## src/rtl/ecc_pkg.sv

```systemverilog
// Shared types and default timing for the GF(2^163) Montgomery-ladder scheduler.
// The cycle constants must track the core ROM program segment lengths.
package ecc_pkg;

    localparam int KEY_W     = 163;
    localparam int INIT_CYC  = 24;
    localparam int ITER_CYC  = 48;
    localparam int FINAL_CYC = 96;

    typedef enum logic [2:0] {
        ST_IDLE,
        ST_SCAN,
        ST_RESTART,
        ST_INIT,
        ST_ITER,
        ST_FINAL,
        ST_DONE
    } state_t;

endpackage

```

## src/rtl/ecc_phase_timer.sv

```systemverilog
// Loadable 8-bit down-counter; expire is high while the count sits at zero.
module ecc_phase_timer (
    input  logic       clk,
    input  logic       rst,
    input  logic       load,
    input  logic [7:0] value,
    output logic       expire
);

    logic [7:0] cnt;

    always_ff @(posedge clk) begin
        if (!rst) begin
            cnt <= '0;
        end else if (load) begin
            cnt <= value;
        end else if (cnt != 8'd0) begin
            cnt <= cnt - 8'd1;
        end
    end

    assign expire = (cnt == 8'd0);

endmodule

```

## src/rtl/ecc_ladder_sched.sv

```systemverilog
// Montgomery-ladder sequencer: scans for the leading key bit, then drives the
// cores through init, one iteration per remaining bit, and affine conversion.
module ecc_ladder_sched #(
    parameter int KEY_W     = ecc_pkg::KEY_W,
    parameter int INIT_CYC  = ecc_pkg::INIT_CYC,
    parameter int ITER_CYC  = ecc_pkg::ITER_CYC,
    parameter int FINAL_CYC = ecc_pkg::FINAL_CYC
) (
    input  logic             clk,
    input  logic             rst,
    input  logic             start,
    input  logic [KEY_W-1:0] k,
    output logic             core_rst,
    output logic             enable,
    output logic             swap1,
    output logic             swap2,
    output logic [7:0]       bit_idx,
    output logic             busy,
    output logic             done,
    output logic             zero_key
);

    import ecc_pkg::*;

    state_t           state, state_nxt;
    logic [KEY_W-1:0] ks, ks_nxt;
    logic [7:0]       bit_idx_nxt;
    logic             swap1_nxt, swap2_nxt, zero_key_nxt;
    logic             tmr_load, tmr_expire;
    logic [7:0]       tmr_val;

    ecc_phase_timer u_timer (
        .clk    (clk),
        .rst    (rst),
        .load   (tmr_load),
        .value  (tmr_val),
        .expire (tmr_expire)
    );

    always_ff @(posedge clk) begin
        if (!rst) begin
            state    <= ST_IDLE;
            ks       <= '0;
            bit_idx  <= 8'(KEY_W - 1);
            core_rst <= 1'b0;
            enable   <= 1'b0;
            swap1    <= 1'b0;
            swap2    <= 1'b0;
            busy     <= 1'b0;
            done     <= 1'b0;
            zero_key <= 1'b0;
        end else begin
            state    <= state_nxt;
            ks       <= ks_nxt;
            bit_idx  <= bit_idx_nxt;
            core_rst <= (state_nxt != ST_RESTART);
            enable   <= (state_nxt == ST_INIT) || (state_nxt == ST_ITER) || (state_nxt == ST_FINAL);
            swap1    <= swap1_nxt;
            swap2    <= swap2_nxt;
            busy     <= (state_nxt != ST_IDLE);
            done     <= (state_nxt == ST_DONE);
            zero_key <= zero_key_nxt;
        end
    end

    always_comb begin
        state_nxt    = state;
        ks_nxt       = ks;
        bit_idx_nxt  = bit_idx;
        swap1_nxt    = swap1;
        swap2_nxt    = swap2;
        zero_key_nxt = zero_key;
        tmr_load     = 1'b0;
        tmr_val      = 8'd0;

        case (state)
            ST_IDLE: begin
                if (start) begin
                    ks_nxt       = k;
                    bit_idx_nxt  = 8'(KEY_W - 1);
                    zero_key_nxt = 1'b0;
                    state_nxt    = ST_SCAN;
                end
            end
            ST_SCAN: begin
                if (ks[KEY_W-1]) begin
                    state_nxt = ST_RESTART;
                end else if (bit_idx == 8'd0) begin
                    zero_key_nxt = 1'b1;
                    state_nxt    = ST_DONE;
                end else begin
                    ks_nxt      = ks << 1;
                    bit_idx_nxt = bit_idx - 8'd1;
                end
            end
            ST_RESTART: begin
                tmr_load  = 1'b1;
                tmr_val   = 8'(INIT_CYC - 1);
                state_nxt = ST_INIT;
            end
            ST_INIT, ST_ITER: begin
                // ks[MSB] is always the previously processed bit (the leading one in INIT)
                if (tmr_expire) begin
                    tmr_load = 1'b1;
                    if (bit_idx == 8'd0) begin
                        tmr_val   = 8'(FINAL_CYC - 1);
                        swap1_nxt = 1'b0;
                        swap2_nxt = 1'b0;
                        state_nxt = ST_FINAL;
                    end else begin
                        tmr_val     = 8'(ITER_CYC - 1);
                        ks_nxt      = ks << 1;
                        bit_idx_nxt = bit_idx - 8'd1;
                        swap1_nxt   = ks[KEY_W-2];
                        swap2_nxt   = ks[KEY_W-1] ^ ks[KEY_W-2];
                        state_nxt   = ST_ITER;
                    end
                end
            end
            ST_FINAL: begin
                if (tmr_expire) begin
                    state_nxt = ST_DONE;
                end
            end
            ST_DONE: begin
                state_nxt = ST_IDLE;
            end
            default: begin
                state_nxt = ST_IDLE;
            end
        endcase
    end

endmodule

```

## config.mk

```make
export PLATFORM = sky130hd
export DESIGN_NAME = ecc_ladder_sched
export DESIGN_NICKNAME = d
export VERILOG_FILES = /design/src/rtl/ecc_pkg.sv /design/src/rtl/ecc_phase_timer.sv /design/src/rtl/ecc_ladder_sched.sv
export SDC_FILE = /design/constraint.sdc
export NUM_CORES = 1
export LEC_CHECK = 0
export BUFFER_PORTS_ARGS = -buffer_cell sky130_fd_sc_hd__buf_2
export CORE_ASPECT_RATIO = 1.4
export CORE_MARGIN = 4
export CORE_UTILIZATION = 58
export DETAILED_ROUTE_END_ITERATION = 12
export GPL_TIMING_DRIVEN = 0
export PLACE_DENSITY = 0.81
export SLEW_MARGIN = 20
export SYNTH_ARGS = -nofsm -noshare
export SYNTH_HDL_FRONTEND = slang
export SYNTH_HIERARCHICAL = 1
export SYNTH_SLANG_ARGS = --single-unit
export TNS_END_PERCENT = 10
```

## constraint.sdc

```tcl
create_clock -name clk -period 3.25 [get_ports clk]
set_input_delay 0.1625 -clock clk [delete_from_list [all_inputs] [get_ports clk]]
set_output_delay 0.1625 -clock clk [all_outputs]
set_load 0.01 [all_outputs]
```

Word level (Yosys, flattened, before mapping)
Index checks and enable logic that the tools add are counted.
{"block": "word_totals", "ff_bits": 189, "word_cells": 78, "latch_bits": 0, "mem_bits_ro": 0, "ramBits": 0, "output_inout_bits": 15, "in_bits": 166, "n_memories": 0}
{"block": "op_classes", "n_shift": 0, "muxes": 31, "reduce_logical": 16, "n_bitwise": 1, "add_sub_neg": 2, "order_cmp": 0, "eq_ne": 16, "div_mod_pow": 0, "mul": 0}
{"cell": "2-to-1 mux 163 bit", "n": 5}
{"cell": "case mux 163 bit (3 select lines)", "n": 1}
{"cell": "2-to-1 mux 8 bit", "n": 6}
{"cell": "case mux 8 bit (3 select lines)", "n": 1}
{"cell": "zero test 8 bit", "n": 2}
{"cell": "subtractor 8 x 1 -> 8 bit (second input constant)", "n": 2}
{"cell": "equality test 3 bit (second input constant)", "n": 5}
{"cell": "2-to-1 mux 3 bit", "n": 5}
{"cell": "case mux 3 bit (5 select lines)", "n": 1}
{"cell": "2-to-1 mux 7 bit", "n": 2}
{"cell": "case mux 7 bit (2 select lines)", "n": 1}
{"cell": "!= test 2 bit (second input constant)", "n": 6}
{"cell": "AND reduction 4 bit", "n": 3}
{"cell": "equality test 3 x 2 -> 1 bit (second input constant)", "n": 3}
{"cell": "nonzero test 8 bit", "n": 1}
{"cell": "2-to-1 mux 1 bit", "n": 7}
{"cell": "AND reduction 6 bit", "n": 1}
{"cell": "nonzero test 3 bit", "n": 2}
{"cell": "case mux 1 bit (2 select lines)", "n": 2}
{"cell": "nonzero test 2 bit", "n": 2}
{"cell": "equality test 3 x 1 -> 1 bit (second input constant)", "n": 1}
{"cell": "zero test 3 bit", "n": 1}
{"cell": "!= test 3 x 2 -> 1 bit (second input constant)", "n": 1}
{"cell": "logical OR 1 bit", "n": 2}
{"cell": "3 further kinds", "n": 3}

Logic depth before layout (Yosys ltp)
Gate-level depths: netlist (run 1).
{"block": "depth", "ltp_word": 7, "mapped_depth": 12, "mapped_depth_nobuf": 9}

Cells and area by module
Netlist (run 1), hierarchy kept.
{"module": "ecc_ladder_sched", "seq_area_each_um2": 3623.5, "area_per_inst_um2": 11039.3, "cells_each": 1409, "instances": 1}
{"module": "ecc_phase_timer", "seq_area_each_um2": 160.2, "area_per_inst_um2": 457.9, "cells_each": 51, "instances": 1}

Least setup slack after synthesis (run 1)
Ideal clock, no wire load.
{"block": "synth_timing", "kind": "register -> register", "from": "register u_timer.cnt[3]", "to": "register ks[123]", "t_required_ns": 3.126, "path_slack_ns": 0.898, "stages_incl_launch_ff": 12, "synth_period_minus_slack_ns": 2.352, "arrival_ns": 2.227, "setup_time_ns": 0.124, "path_buffers": 5, "cell_sequence": "dfxtp_1 -> nor4_4 -> and4bb_1 -> buf_6 -> nand2_1 -> o31a_1 -> buf_6 -> a22oi_2 -> buf_2 -> buf_2 -> buf_2 -> a21oi_1"}
{"block": "synth_via", "elab_chain_len": 3}
{"element": "start, declared", "line": "ecc_phase_timer.sv:10", "text": "logic [7:0] cnt;"}
{"element": "start signal, assigned", "line": "ecc_phase_timer.sv:16", "text": "cnt <= value;"}
{"element": "start signal, assigned", "line": "ecc_phase_timer.sv:18", "text": "cnt <= cnt - 8'd1;"}
{"element": "zero test 8 bit", "line": "ecc_phase_timer.sv:22", "text": "assign expire = (cnt == 8'd0);"}
{"element": "net tmr_expire", "line": "ecc_ladder_sched.sv:29", "text": "logic tmr_load, tmr_expire;"}
{"element": "!= test 2 bit (no source line)"}
{"element": "AND reduction 6 bit (no source line)"}
{"element": "end signal, assigned", "line": "ecc_ladder_sched.sv:54", "text": "ks <= ks_nxt;"}
{"element": "end, declared", "line": "ecc_ladder_sched.sv:26", "text": "logic [KEY_W-1:0] ks, ks_nxt;"}
The timed path passes the listed nets, and every way through them passes these cells.
A chain may end at the register's enable or synchronous reset.

Worst setup path in the final report (run 1)
{"block": "layout_timing", "from": "register u_timer.cnt[3]", "to": "register ks[19]"}
Same word-level chain as after synthesis.

==> summary.md, run 1 <==
| Metric | Value |
|---|---|
| CTS Buf Count | `17` |
| Core area | `about 19,000 um2` |
| CP Max Fanout | `13` |
| Fmax | `approximately 340 MHz` |
| Multi-input logic area | `6940 um2` |
| Vias | `12,100` |
| Global-route usage over all layers | `between 20% and 30%` |
| Worst Path Required | `~3.6 ns` |
| Min-Delay Path Class | `primary input to flip-flop` |
| Largest net degree at the start of global routing | `17` |
| Non-filler instance count after layout | `between 1,500 and 2,000` |
| RSZ-0062 raised after global routing | `no` |
| Cells after DPL | `around 1,900` |
| Vias/cell | `around 6.3` |
| Clock latency on the worst-skew pair | `0.43 ns` |
| Syn Inst Count | `around 1,500` |
| Slew @ Worst Pin | `a little under 0.9 ns` |
| Slew margin rel. | `approximately 41%` |
| CP Launch Type | `flip-flop` |
| Clk sinks | `189` |
| Synth area leader | `dfxtp_1` |
| Pre-antenna DRT Iters | `5` |
| Critical path arrival | `about 3.3 ns` |
| DIE AREA | `about 22,000 um2` |
| H-tree Lvls | `4` |
| Fin. Hold Viols | `0` |
| Setup Skew | `around 0.015 ns` |
| #FFs+latches synth | `~190` |
| Worst R2R End | `ks[19]$_SDFFE_PN0P_` |
| Hold path depth | `3` |
| Maximum vdd drop | `between 0.3 and 0.4 mV` |
| Die width | `roughly 130 um` |
| Number of global-route vias before repair | `~11,000` |
| Initial Util | `just under 60%` |
| Placer Congestion | `0.877` |
| Yosys top cell area share | `32.9%` |
| Synth cell types | `between 50 and 60` |
| Antenna-violating nets left | `0` |
| Initial DRC Count | `slightly below 900` |
| Clk slew on worst S/H paths | `~0.080 ns` |
| Fin crit share | `between 90 and 100%` |
| Mapped cell area | `roughly 11,000 um2` |
| Cell count of the worst reg-to-reg path | `11` |
| Ys flop type | `dfxtp_1` |
| Die Height | `roughly 170 um` |
| Final Setup Violations | `0` |
| CP Capture Type | `flip-flop` |
| Final Slew Violations | `0` |
| I/O pin total | `approximately 180` |
| Status | `finished clean` |
| First-pass GRT wire length | `about 55,000 um` |
| TNS Setup | `0 ns` |
| Setup ws final | `between 0.3 and 0.4 ns` |
| EDFF count, synth | `0` |
| Post-Syn Nets | `~1,600` |
| Largest cells by area after synthesis | `dfxtp_1, a21oi_1, a221oi_2` |
| MaxCap Viol Count | `0` |
| Per-cell routed wire length | `17.6 um` |
| Initial antenna violation count | `2` |
| Fillers | `about 1,700` |
| Port bufs | `180` |
| Clk buf depth | `2` |
| P_leak | `roughly 5.3 nW` |
| Tmin final | `roughly 3 ns` |
| Row count | `60` |
| Synthesis-to-finish area growth | `15.4%` |
| Final HPWL DP | `between 20,000 and 25,000 um` |
| Post-cts resize count | `0` |
| Hold_sp | `k[149]` |
| WHS Endpoint | `ks[149]$_SDFFE_PN0P_` |
| Congestion Overflow GR | `0` |
| Sequential cell area | `between 3000 and 4000 um2` |
| Clock Tree Root | `clkbuf_16` |
| Post-CTS setup buffer count | `0` |
| PwrDens | `584 nW/um2` |
| Synthesis Warnings | `6` |
| R2r setup slk | `approximately 0.30 ns` |
| Remaining DRCs | `0` |
| R2r startpoint | `u_timer/cnt[3]$_SDFFE_PN0P_` |
| Path type of the worst setup path | `flip-flop to flip-flop` |
| Syn_area_per_cell | `7.87 um2` |
| Ratio of cells with drive above 1 in the final layout | `21.8%` |
| CTS tree | `built` |
| Final net count | `between 1,500 and 2,000` |
| Post-Route WL | `roughly 34,000 um` |
| Sequential share of the synthesized area | `between 30% and 40%` |
| Asr flop ratio synth | `0%` |
| DP Worst Slack | `0.347 ns` |
-- logic make-up (layout without fill, tap and decap cells) --
| logic type | after synthesis | count (layout) | share of synthesized area (%) |
|---|---|---|---|
| compound gates | 691 | 691 | 41.1 |
| simple gates | 403 | 403 | 18.1 |
| flops | 189 | 189 | 32.9 |
| buf+inv | 163 | 376 | 6.74 |
| xor+xnor | 7 | 7 | 0.533 |
| mux | 4 | 4 | 0.348 |
| fa+ha+maj | 2 | 2 | 0.218 |
| other cells | 1 | 2 | 0.0326 |
-- power breakdown --
part / internal [mW] / leakage, nW / switching (mW)
Clock: 1.06 / 0.267 / 0.948
Sequential: 2.81 / 1.57 / 0.415
Combinational: 1.03 / 3.49 / 1.49
-- worst max-delay path by stage --
| stage | from | end | slack [ns] | depth (start not counted) |
|---|---|---|---|---|
| 2_1_floorplan | u_timer/cnt[3]$_SDFFE_PN0P_ | ks[123]$_SDFFE_PN0P_ | 0.90 | 11 |
| 3_3_place_gp | u_timer/cnt[3]$_SDFFE_PN0P_ | ks[132]$_SDFFE_PN0P_ | 0.39 | 11 |
| 3_5_place_dp | u_timer/cnt[3]$_SDFFE_PN0P_ | ks[32]$_SDFFE_PN0P_ | 0.35 | 11 |
| 4_1_cts | u_timer/cnt[3]$_SDFFE_PN0P_ | ks[32]$_SDFFE_PN0P_ | 0.33 | 11 |
| 5_1_grt | u_timer/cnt[3]$_SDFFE_PN0P_ | ks[38]$_SDFFE_PN0P_ | 0.16 | 11 |
| 6_report | u_timer/cnt[3]$_SDFFE_PN0P_ | ks[19]$_SDFFE_PN0P_ | 0.30 | 11 |
-- layout make-up --
type,instances,share of cell area (%)
Buffer,153,5.55
Clock buffer,19,3.26
Antenna cell,1,0.0189
Clock inverter,13,0.886
Inverter,10,0.283
Sequential cell,189,28.5
Multi-Input combinational cell,1108,52.3
Timing Repair Buffer,181,6.86
Tap cell,248,2.34
-- per-stage QoR --
stage | utilization (%) | area (um2) | hold WS (ns) | total power [mW]
floorplan | - | 11500 | 0.321 | 5.03
global placement | 65.6 | 12700 | 0.433 | 5.65
detailed placement | 65.6 | 12700 | 0.447 | 5.73
CTS | 68.5 | 13300 | 0.0311 | 7.74
global route | 68.5 | 13300 | 0.0442 | 8.19
finish | 68.5 | 13300 | 0.0421 | 7.75
-- metal layers --
layer	share of wire (%)	track usage (%)	vias to the layer above
met5	0.035	0	-
met4	2.5	9.70	2
met3	6.8	5.44	61
met2	50	49.4	463
met1	41	37.2	5808
li1	-	-	5781
-- registers in the layout (all words and copies together) (netlist names) --
signal and flops:
ks 163, u_timer/cnt 8, done 1, state 3
swap1 1, enable 1, core_rst 1, bit_idx 8
busy 1, zero_key 1, swap2 1
-- critical path, stage by stage, from the launching register on --
cell and delay, ns:
dfxtp_1 0.36, nor4_4 0.35, and4bb_1 0.25, buf_6 0.16, nand2_1 0.06, o31a_1 0.25, buf_6 0.15, a22oi_2 0.18
buf_2 0.30, buf_2 0.34, buf_2 0.30, a21oi_1 0.11
-- cell usage after synthesis, types with 5 or more instances --
| cell type | count |
|---|---|
| a21oi_1 | 329 |
| a221oi_1 | 72 |
| a221oi_2 | 90 |
| and2_1 | 6 |
| buf_1 | 10 |
| buf_2 | 37 |
| buf_4 | 5 |
| buf_6 | 13 |
| clkbuf_1 | 88 |
| dfxtp_1 | 189 |
| inv_1 | 10 |
| nand2_1 | 21 |
| nand3_1 | 7 |
| nor2_1 | 171 |
| nor2b_1 | 167 |
| nor3_1 | 6 |
| o21ai_0 | 171 |
| o31ai_1 | 5 |
| or3_1 | 5 |
| xnor2_1 | 5 |
-- what timing repair did --
item,in CTS,in global routing
hold buffers,1,0
endpoints found under the setup margin,0,0
endpoints found under the hold margin,1,0
-- placed cells by master, fill, tap and decap left out, types with 2 or more instances in the layout --
| cell | n |
|---|---|
| o31ai_1 | 5 |
| buf_2 | 217 |
| nor4_4 | 2 |
| clkinv_2 | 4 |
| a221oi_2 | 90 |
| xnor2_1 | 5 |
| dfxtp_1 | 189 |
| a21oi_1 | 329 |
| xor2_1 | 2 |
| nor3_1 | 6 |
| inv_6 | 2 |
| buf_6 | 13 |
| nor4b_1 | 2 |
| a21boi_0 | 2 |
| buf_1 | 10 |
| o31a_1 | 2 |
| nand3_1 | 7 |
| nand4b_1 | 2 |
| o211ai_1 | 2 |
| ha_1 | 2 |
| clkbuf_16 | 17 |
| inv_1 | 10 |
| clkinv_4 | 4 |
| mux2i_1 | 4 |
| nand2b_1 | 4 |
| nor3b_1 | 2 |
| and2_1 | 6 |
| nor2_1 | 171 |
| or3_1 | 5 |
| clkinvlp_4 | 2 |
| o21a_1 | 2 |
| o21ai_0 | 171 |
| a22oi_1 | 2 |
| nor2b_1 | 167 |
| nand2_1 | 21 |
| buf_4 | 5 |
| clkbuf_1 | 90 |
| a221oi_1 | 72 |
No activity file was read; power rests on OpenSTA's default activity.
==> run 2, diff against run 1 <==
Settings changed: ABC_AREA from default to 1, CORE_UTILIZATION 58 to 57.
==> summary.md, run 2 <==
| Metric | Value |
|---|---|
| Vias | `11,000 (was 12,100)` |
| H-tree Lvls | `4 (unchanged)` |
| CTS tree | `built (unchanged)` |
| Largest registers in the final layout | `ks (163), bit_idx (8), u_timer/cnt (8) (unchanged)` |
| Initial Util | `57.8% (was 59.4%)` |
| Fraction of the mapped netlist area in adder cells | `0.240% (was 0.218%)` |
| Clk sinks | `189 (unchanged)` |
| Commonest non-fill, non-tap cell in the layout | `nand2_1 (was a21oi_1)` |
| MaxCap Viol Count | `0 (unchanged)` |
| Utilization of the core after routing | `68.0% (was 68.5%)` |
| Non-filler instance count after layout | `2,272 (was 1,922)` |
| Remaining DRCs | `0 (unchanged)` |
| Initial antenna violation count | `0 (was 2)` |
| Synth area leader | `dfxtp_1 (unchanged)` |
| Fmax | `397 MHz (was 339 MHz)` |
| Post-synth top cells | `nand2_1, nor2_1, inv_1 (was a21oi_1, dfxtp_1, nor2_1, o21ai_0, nor2b_1)` |
| Fin. Hold Viols | `0 (unchanged)` |
| Setup Skew | `0.0123 ns (was 0.0148 ns)` |
| Crit path cell chain | `inv_1, ha_1, nand2_2, nor2_8, inv_1, a21boi_2, inv_2, nor2_4, buf_4, buf_2, nand2_1, a21oi_1 (was nor4_4, and4bb_1, buf_6, nand2_1, o31a_1, buf_6, a22oi_2, buf_2, buf_2, buf_2, a21oi_1)` |
| PwrDens | `588 nW/um2 (was 584 nW/um2)` |
| Ys flop type | `dfxtp_1 (unchanged)` |
| Post-synthesis xor/xnor area fraction | `0.505% (was 0.533%)` |
| Post-cts resize count | `0 (unchanged)` |
| CP Max Fanout | `10 (was 13)` |
| Port bufs | `180 (unchanged)` |
| Congestion Overflow GR | `0 (unchanged)` |
| Count leader, synth | `nand2_1 (was a21oi_1)` |
| CP most frequent cell | `inv_1 (was buf_2)` |
| Yosys top cell area share | `36.3% (was 32.9%)` |
| Max incr delay on CP | `0.31 ns (was 0.36 ns)` |
| CP Capture Type | `flip-flop (unchanged)` |
| Per-cell routed wire length | `11.9 um (was 17.6 um)` |
| Critical path arrival | `2.87 ns (was 3.25 ns)` |
| Synthesis Warnings | `6 (unchanged)` |
| Slew margin rel. | `51.7% (was 41.3%)` |
| Syn_area_per_cell | `5.72 um2 (was 7.87 um2)` |
| Sequential share of the synthesized area | `36.3% (was 32.9%)` |
| Logic pwr share | `30.1% (was 32.5%)` |
| Die width | `122 um (was 127 um)` |
| Final Setup Violations | `0 (unchanged)` |
| Tmin final | `2.52 ns (was 2.95 ns)` |
| Largest net degree at the start of global routing | `17 (unchanged)` |
| Largest cells by area after synthesis | `dfxtp_1, nand2_1, a21oi_1 (was dfxtp_1, a21oi_1, a221oi_2)` |
| Min-Delay Path Class | `primary input to flip-flop (unchanged)` |
| Maximum vdd drop | `0.442 mV (was 0.366 mV)` |
| Post-CTS setup buffer count | `0 (unchanged)` |
| Core area | `18,000 um2 (was 19,400 um2)` |
| DIE AREA | `20,500 um2 (was 22,200 um2)` |
| Synthesis-to-finish area growth | `17.5% (was 15.4%)` |
| Total internal power | `4.67 mW (was 4.90 mW)` |
| Clk buf depth | `2 (unchanged)` |
| Portion of netlist area occupied by mux cells | `0% (was 0.348%)` |
| CTS Buf Count | `17 (unchanged)` |
| Worst Path Required | `3.60 ns (was 3.55 ns)` |
| Cells after DPL | `2,240 (was 1,888)` |
| Initial DRC Count | `696 (was 889)` |
| Mapped cell area | `10,400 um2 (was 11,500 um2)` |
| Crit path max-delay family | `buffers and inverters (unchanged)` |
| Number of global-route vias before repair | `10,000 (was 11,200)` |
| Clock latency on the worst-skew pair | `0.44 ns (was 0.43 ns)` |
| Clk slew on worst S/H paths | `0.07 ns (was 0.08 ns)` |
| Switching power | `2.51 mW (was 2.85 mW)` |
| Status | `finished clean (unchanged)` |
| RSZ-0062 raised after global routing | `no (unchanged)` |
| Clock Tree Root | `clkbuf_16 (unchanged)` |
| Path type of the worst setup path | `flip-flop to flip-flop (unchanged)` |
| Placer Congestion | `0.862 (was 0.877)` |
| Ratio of cells with drive above 1 in the final layout | `13.9% (was 21.8%)` |
| Synth cell types | `28 (was 56)` |
| Number of flip-flops under the largest register name | `163 (unchanged)` |
| Post-Syn Nets | `1,988 (was 1,628)` |
| Final HPWL DP | `19,300 um (was 23,200 um)` |
| Slew @ Worst Pin | `0.725 ns (was 0.881 ns)` |
| EDFF count, synth | `0 (unchanged)` |
| Sequential share of power | `39.0% (was 41.6%)` |
| Global-route usage over all layers | `25.8% (was 29.1%)` |
| Die Height | `168 um (was 175 um)` |
| TNS Setup | `0 ns (unchanged)` |
| CP max-delay cell | `dfxtp_1 (unchanged)` |
| P_leak | `5.80 nW (was 5.32 nW)` |
| I/O pin total | `181 (unchanged)` |
| Compound-Gate Fraction of Synth Area | `9.36% (was 41.1%)` |
| First-pass GRT wire length | `44,000 um (was 55,100 um)` |
| Switching part of the total | `35.0% (was 36.8%)` |
| Final net count | `2,187 (was 1,828)` |
| #FFs+latches synth | `189 (unchanged)` |
| Reg with most FFs | `ks (unchanged)` |
| Asr flop ratio synth | `0% (unchanged)` |
| Post-Route WL | `27,100 um (was 33,900 um)` |
| Final Slew Violations | `0 (unchanged)` |
| Worst path bufs/invs | `5 (unchanged)` |
| Post-CTS Hold Buffers | `0 (was 1)` |
| Combinational family with the most area after synthesis | `simple AND/OR/NAND/NOR gates (was compound AO/OA/AOI/OAI gates)` |
| Row count | `58 (was 60)` |
| Number of diodes | `0 (was 1)` |
| Antenna-violating nets left | `0 (unchanged)` |
| Post-synthesis simple-gate area fraction | `41.4% (was 18.1%)` |
| Commonest cells after routing, fill and taps aside | `nand2_1, buf_2, nor2_1 (was a21oi_1, buf_2, dfxtp_1)` |
| Syn Inst Count | `1,820 (was 1,460)` |
| Pre-antenna DRT Iters | `5 (unchanged)` |
| Clock power frac | `30.9% (was 25.9%)` |
| Fin crit share | `77.5% (was 90.7%)` |
| Vias/cell | `4.86 (was 6.30)` |
| CP Launch Type | `flip-flop (unchanged)` |
==> run 2: cells by family after synthesis <==
| family | after synthesis |
|---|---|
| xor+xnor | 6 |
| other cells | 1 |
| flops | 189 |
| compound gates | 192 |
| fa+ha+maj | 2 |
| simple gates | 1122 |
| buf+inv | 308 |
==> run 2: worst min-delay path, cell delays in order <==
cell and delay, ns:
buf_2 0.11, nand2_1 0.09, a21oi_1 0.07
==> run 2: area by class of cell <==
type / instances / area (um2)
Buffer: 109 / 517
Clock buffer: 20 / 437
Clock inverter: 12 / 184
Fill cell: 1785 / 5760
Inverter: 199 / 747
Multi-Input combinational cell: 1323 / 5360
Sequential cell: 189 / 3780
Tap cell: 240 / 300
Timing Repair Buffer: 180 / 901
==> run 2: worst paths after layout <==
check | from | end | slack, ns | depth (start not counted)
worst min-delay path | k[0] | ks[0]$_SDFFE_PN0P_ | 0.05 | 3
worst max register to register | u_timer/cnt[0]$_SDFFE_PN0P_ | ks[147]$_SDFFE_PN0P_ | 0.73 | 12
worst max-delay path | u_timer/cnt[0]$_SDFFE_PN0P_ | ks[147]$_SDFFE_PN0P_ | 0.73 | 12
worst min register to register | ks[23]$_SDFFE_PN0P_ | ks[23]$_SDFFE_PN0P_ | 0.46 | 2
==> run 2: per-layer routing <==
metal | part of all wire, % | wire length (um) | vias up | GRT usage, %
met1 | 42 | 11400 | 4883 | 30.9
met4 | 2.7 | 733 | 0 | 9.89
met5 | 0 | 0 | - | 0
met2 | 50 | 13600 | 287 | 45.5
met3 | 5.1 | 1380 | 56 | 4.54
li1 | - | - | 5817 | -
==> run 2: power by group through the flow <==
stage | registers, mW | clock network [mW] | logic (mW)
after floorplan | 2.82 | 0 | 1.60
after global placement | 2.83 | 0 | 2.11
after detailed placement | 2.85 | 0 | 2.15
after CTS | 2.80 | 2.25 | 2.17
after global routing | 2.84 | 2.34 | 2.45
final | 2.80 | 2.22 | 2.17
==> run 2: metrics by stage <==
| stage | power (mW) | hold WS, ns | area (um2) | worst slack (ns) |
|---|---|---|---|---|
| 6_report | 7.19 | 0.0453 | 12200 | 0.731 |
| 5_1_grt | 7.64 | 0.0389 | 12200 | 0.514 |
| 4_1_cts | 7.21 | 0.0279 | 12200 | 0.735 |
| 3_5_place_dp | 5.00 | 0.454 | 11600 | 0.808 |
| 3_3_place_gp | 4.94 | 0.450 | 11600 | 0.877 |
| 2_1_floorplan | 4.41 | 0.247 | 10400 | 1.33 |
==> run 3, diff against run 2 <==
Settings changed: ABC_AREA 1 to 0, CORE_UTILIZATION 57 to 52, PLACE_DENSITY 0.81 to 0.77.
Clock period 3.25 ns to 2.1 ns, I/O delays scaled along.
==> summary.md, run 3 (synthesized netlist as in run 1, its figures left out) <==
| Metric | Value |
|---|---|
| Status | `finished with violations (was finished clean)` |
| Failing checks | `negative hold slack, negative setup slack` |
| Clk sinks | `189 (unchanged)` |
| CP Max Fanout | `6 (was 10)` |
| Fmax | `401 MHz (was 397 MHz)` |
| Cells after DPL | `1,937 (was 2,240)` |
| Row count | `64 (was 58)` |
| Die width | `134 um (was 122 um)` |
| Logic pwr share | `39.8% (was 30.1%)` |
| Initial DRC Count | `1,160 (was 696)` |
| Number of global-route vias before repair | `12,500 (was 10,000)` |
| Switching power | `5.13 mW (was 2.51 mW)` |
| RSZ-0062 raised after global routing | `yes (was no)` |
| Final HPWL DP | `23,800 um (was 19,300 um)` |
| Antenna-violating nets left | `0 (unchanged)` |
| Setup ws final | `-0.395 ns (was 0.731 ns)` |
| Port bufs | `180 (unchanged)` |
| Congestion Overflow GR | `0 (unchanged)` |
| Sequential share of power | `36.8% (was 39.0%)` |
| Fillers | `1,589 (was 1,785)` |
| Largest registers in the final layout | `ks (163), bit_idx (8), u_timer/cnt (8) (unchanged)` |
| Min-Delay Path Class | `primary input to flip-flop (unchanged)` |
| Slew @ Worst Pin | `0.983 ns (was 0.725 ns)` |
| Total internal power | `8.55 mW (was 4.67 mW)` |
| Fin. Hold Viols | `1 (was 0)` |
| Synthesis-to-finish area growth | `37.0% (was 17.5%)` |
| Clock latency on the worst-skew pair | `0.44 ns (about the same)` |
| CP max-delay cell | `dfxtp_4 (was dfxtp_1)` |
| Pre-antenna DRT Iters | `6 (was 5)` |
| I/O pin total | `181 (unchanged)` |
| Clock Tree Root | `clkbuf_16 (unchanged)` |
| P_leak | `6.31 nW (was 5.80 nW)` |
| Commonest non-fill, non-tap cell in the layout | `a21oi_1 (was nand2_1)` |
| Path type of the worst setup path | `flip-flop to flip-flop (unchanged)` |
| DIE AREA | `24,600 um2 (was 20,500 um2)` |
| Vias | `13,300 (was 11,000)` |
| Crit path cell chain | `nor4_4, and4bb_1, buf_6, nand2_2, o31a_1, a22oi_2, buf_6, buf_12, buf_12, a21oi_2, a31o_2 (was inv_1, ha_1, nand2_2, nor2_8, inv_1, a21boi_2, inv_2, nor2_4, buf_4, buf_2, nand2_1, a21oi_1)` |
| Max incr delay on CP | `0.37 ns (was 0.31 ns)` |
| Critical path arrival | `2.83 ns (was 2.87 ns)` |
| Global-route usage over all layers | `29.5% (was 25.8%)` |
| CTS tree | `built (unchanged)` |
| CTS Buf Count | `17 (unchanged)` |
| Worst Path Required | `2.43 ns (was 3.60 ns)` |
| Per-cell routed wire length | `18.6 um (was 11.9 um)` |
| CP Launch Type | `flip-flop (unchanged)` |
| Final Slew Violations | `0 (unchanged)` |
| Largest net degree at the start of global routing | `19 (was 17)` |
| Clk slew on worst S/H paths | `0.08 ns (was 0.07 ns)` |
| Final Setup Violations | `178 (was 0)` |
| Initial Util | `52.8% (was 57.8%)` |
| Final net count | `1,982 (was 2,187)` |
| Tmin final | `2.50 ns (was 2.52 ns)` |
| Maximum vdd drop | `0.667 mV (was 0.442 mV)` |
| MaxCap Viol Count | `0 (unchanged)` |
| Area of placed instances | `12,800 um2 (was 11,600 um2)` |
| Clock power frac | `23.5% (was 30.9%)` |
| Crit path max-delay family | `compound AO/OA/AOI/OAI gates (was buffers and inverters)` |
| Initial antenna violation count | `2 (was 0)` |
| Final instance area | `15,700 um2 (was 12,200 um2)` |
| Switching part of the total | `37.5% (was 35.0%)` |
| CP Capture Type | `flip-flop (unchanged)` |
| Vias/cell | `6.25 (was 4.86)` |
| Remaining DRCs | `0 (unchanged)` |
| Slew margin rel. | `33.6% (was 51.7%)` |
| Clk buf depth | `2 (unchanged)` |
| Worst path bufs/invs | `4 (was 5)` |
| Ratio of cells with drive above 1 in the final layout | `26.5% (was 13.9%)` |
| DP Worst Slack | `-0.690 ns (was 0.808 ns)` |
| Die Height | `184 um (was 168 um)` |
| Reg with most FFs | `ks (unchanged)` |
| Post-Route WL | `39,600 um (was 27,100 um)` |
| Commonest cells after routing, fill and taps aside | `a21oi_1, buf_2, dfxtp_1 (was nand2_1, buf_2, nor2_1)` |
| Placer Congestion | `0.870 (was 0.862)` |
| Fin crit share | `119% (was 77.5%)` |
| Setup Skew | `0.0128 ns (was 0.0123 ns)` |
| Number of flip-flops under the largest register name | `163 (unchanged)` |
| Core area | `21,800 um2 (was 18,000 um2)` |
| PwrDens | `869 nW/um2 (was 588 nW/um2)` |
| H-tree Lvls | `4 (unchanged)` |
| Final worst hold slack | `-0.0000401 ns (was 0.0453 ns)` |
| First-pass GRT wire length | `61,200 um (was 44,000 um)` |
| Non-filler instance count after layout | `2,125 (was 2,272)` |
## run 3: cell types whose count changed in the layout (fill, tap and decap cells not counted), moves of 67 or more
cell           previous run  this run
a21oi_1                 178       288
a221oi_1                  0        67
a221oi_2                  0        95
dlygate4sd3_1             0       130
inv_1                   194         7
nand2_1                 877        18
nor2b_1                   0       167
o21ai_0                   6       140
## run 3: final timing paths
| path | slack, ns | to | cells past startpoint | start |
|---|---|---|---|---|
| setup / recovery | -0.40 | bit_idx[2]$_SDFFE_PN0P_ | 11 | u_timer/cnt[2]$_SDFFE_PN0P_ |
| hold / removal | -0.00004 | ks[159]$_SDFFE_PN0P_ | 3 | k[159] |
| setup reg to reg | -0.40 | bit_idx[2]$_SDFFE_PN0P_ | 11 | u_timer/cnt[2]$_SDFFE_PN0P_ |
| hold reg to reg | 0.54 | bit_idx[6]$_SDFFE_PN0P_ | 2 | bit_idx[6]$_SDFFE_PN0P_ |
## run 3: stage by stage
step           utilization, %  setup TNS (ns)  hold WS (ns)  total power, mW
2_1_floorplan               -          -27.17         0.263             7.84
3_3_place_gp             58.9          -96.14         0.391             8.83
3_5_place_dp             58.9          -97.73         0.392             8.92
4_1_cts                  69.5          -52.18      0.000535             12.9
5_1_grt                  72.3          -68.96       0.00510             14.3
6_report                 72.3          -58.53    -0.0000401             13.7
## run 3: area by class of cell
type	count	area, um2	area share (%)
Multi-Input combinational cell	1108	7250	46.0
Buffer	151	1070	6.78
Antenna cell	1	2.50	0.0159
Clock buffer	18	439	2.79
Inverter	10	42.5	0.270
Tap cell	297	372	2.36
Clock inverter	14	130	0.826
Sequential cell	189	3790	24.1
Timing Repair Buffer	337	2650	16.8
## run 3: timing repair
item                                    CTS  global route
hold buffers                            130             0
endpoints found under the setup margin  184           187
buffers inserted                          9             6
cloned                                    3            11
endpoints found under the hold margin   130             0
pin swaps                                 9             8
resized for setup                       100           136
## run 3: tightest hold or removal path: stages
cell	delay, ns
buf_2	0.10
a221oi_1	0.07
a21oi_1	0.13
## run 3: power by group through the flow
stage	combinational [mW]	clock, mW	sequential (mW)
after global placement	3.82	0	5.01
after detailed placement	3.89	0	5.03
after CTS	4.69	3.21	4.97
final	5.44	3.21	5.03
after floorplan	2.94	0	4.90
after global routing	5.86	3.38	5.11
## run 3: metal layers
| metal | share of wire [%] | vias up | global-route usage [%] | wire length (um) |
|---|---|---|---|---|
| met1 | 39 | 6316 | 35.8 | 15600 |
| met4 | 5.1 | 2 | 14.3 | 2010 |
| met5 | 0.020 | - | 0 | 8 |
| li1 | - | 6108 | - | - |
| met2 | 49 | 686 | 50.7 | 19400 |
| met3 | 6.4 | 167 | 5.04 | 2520 |
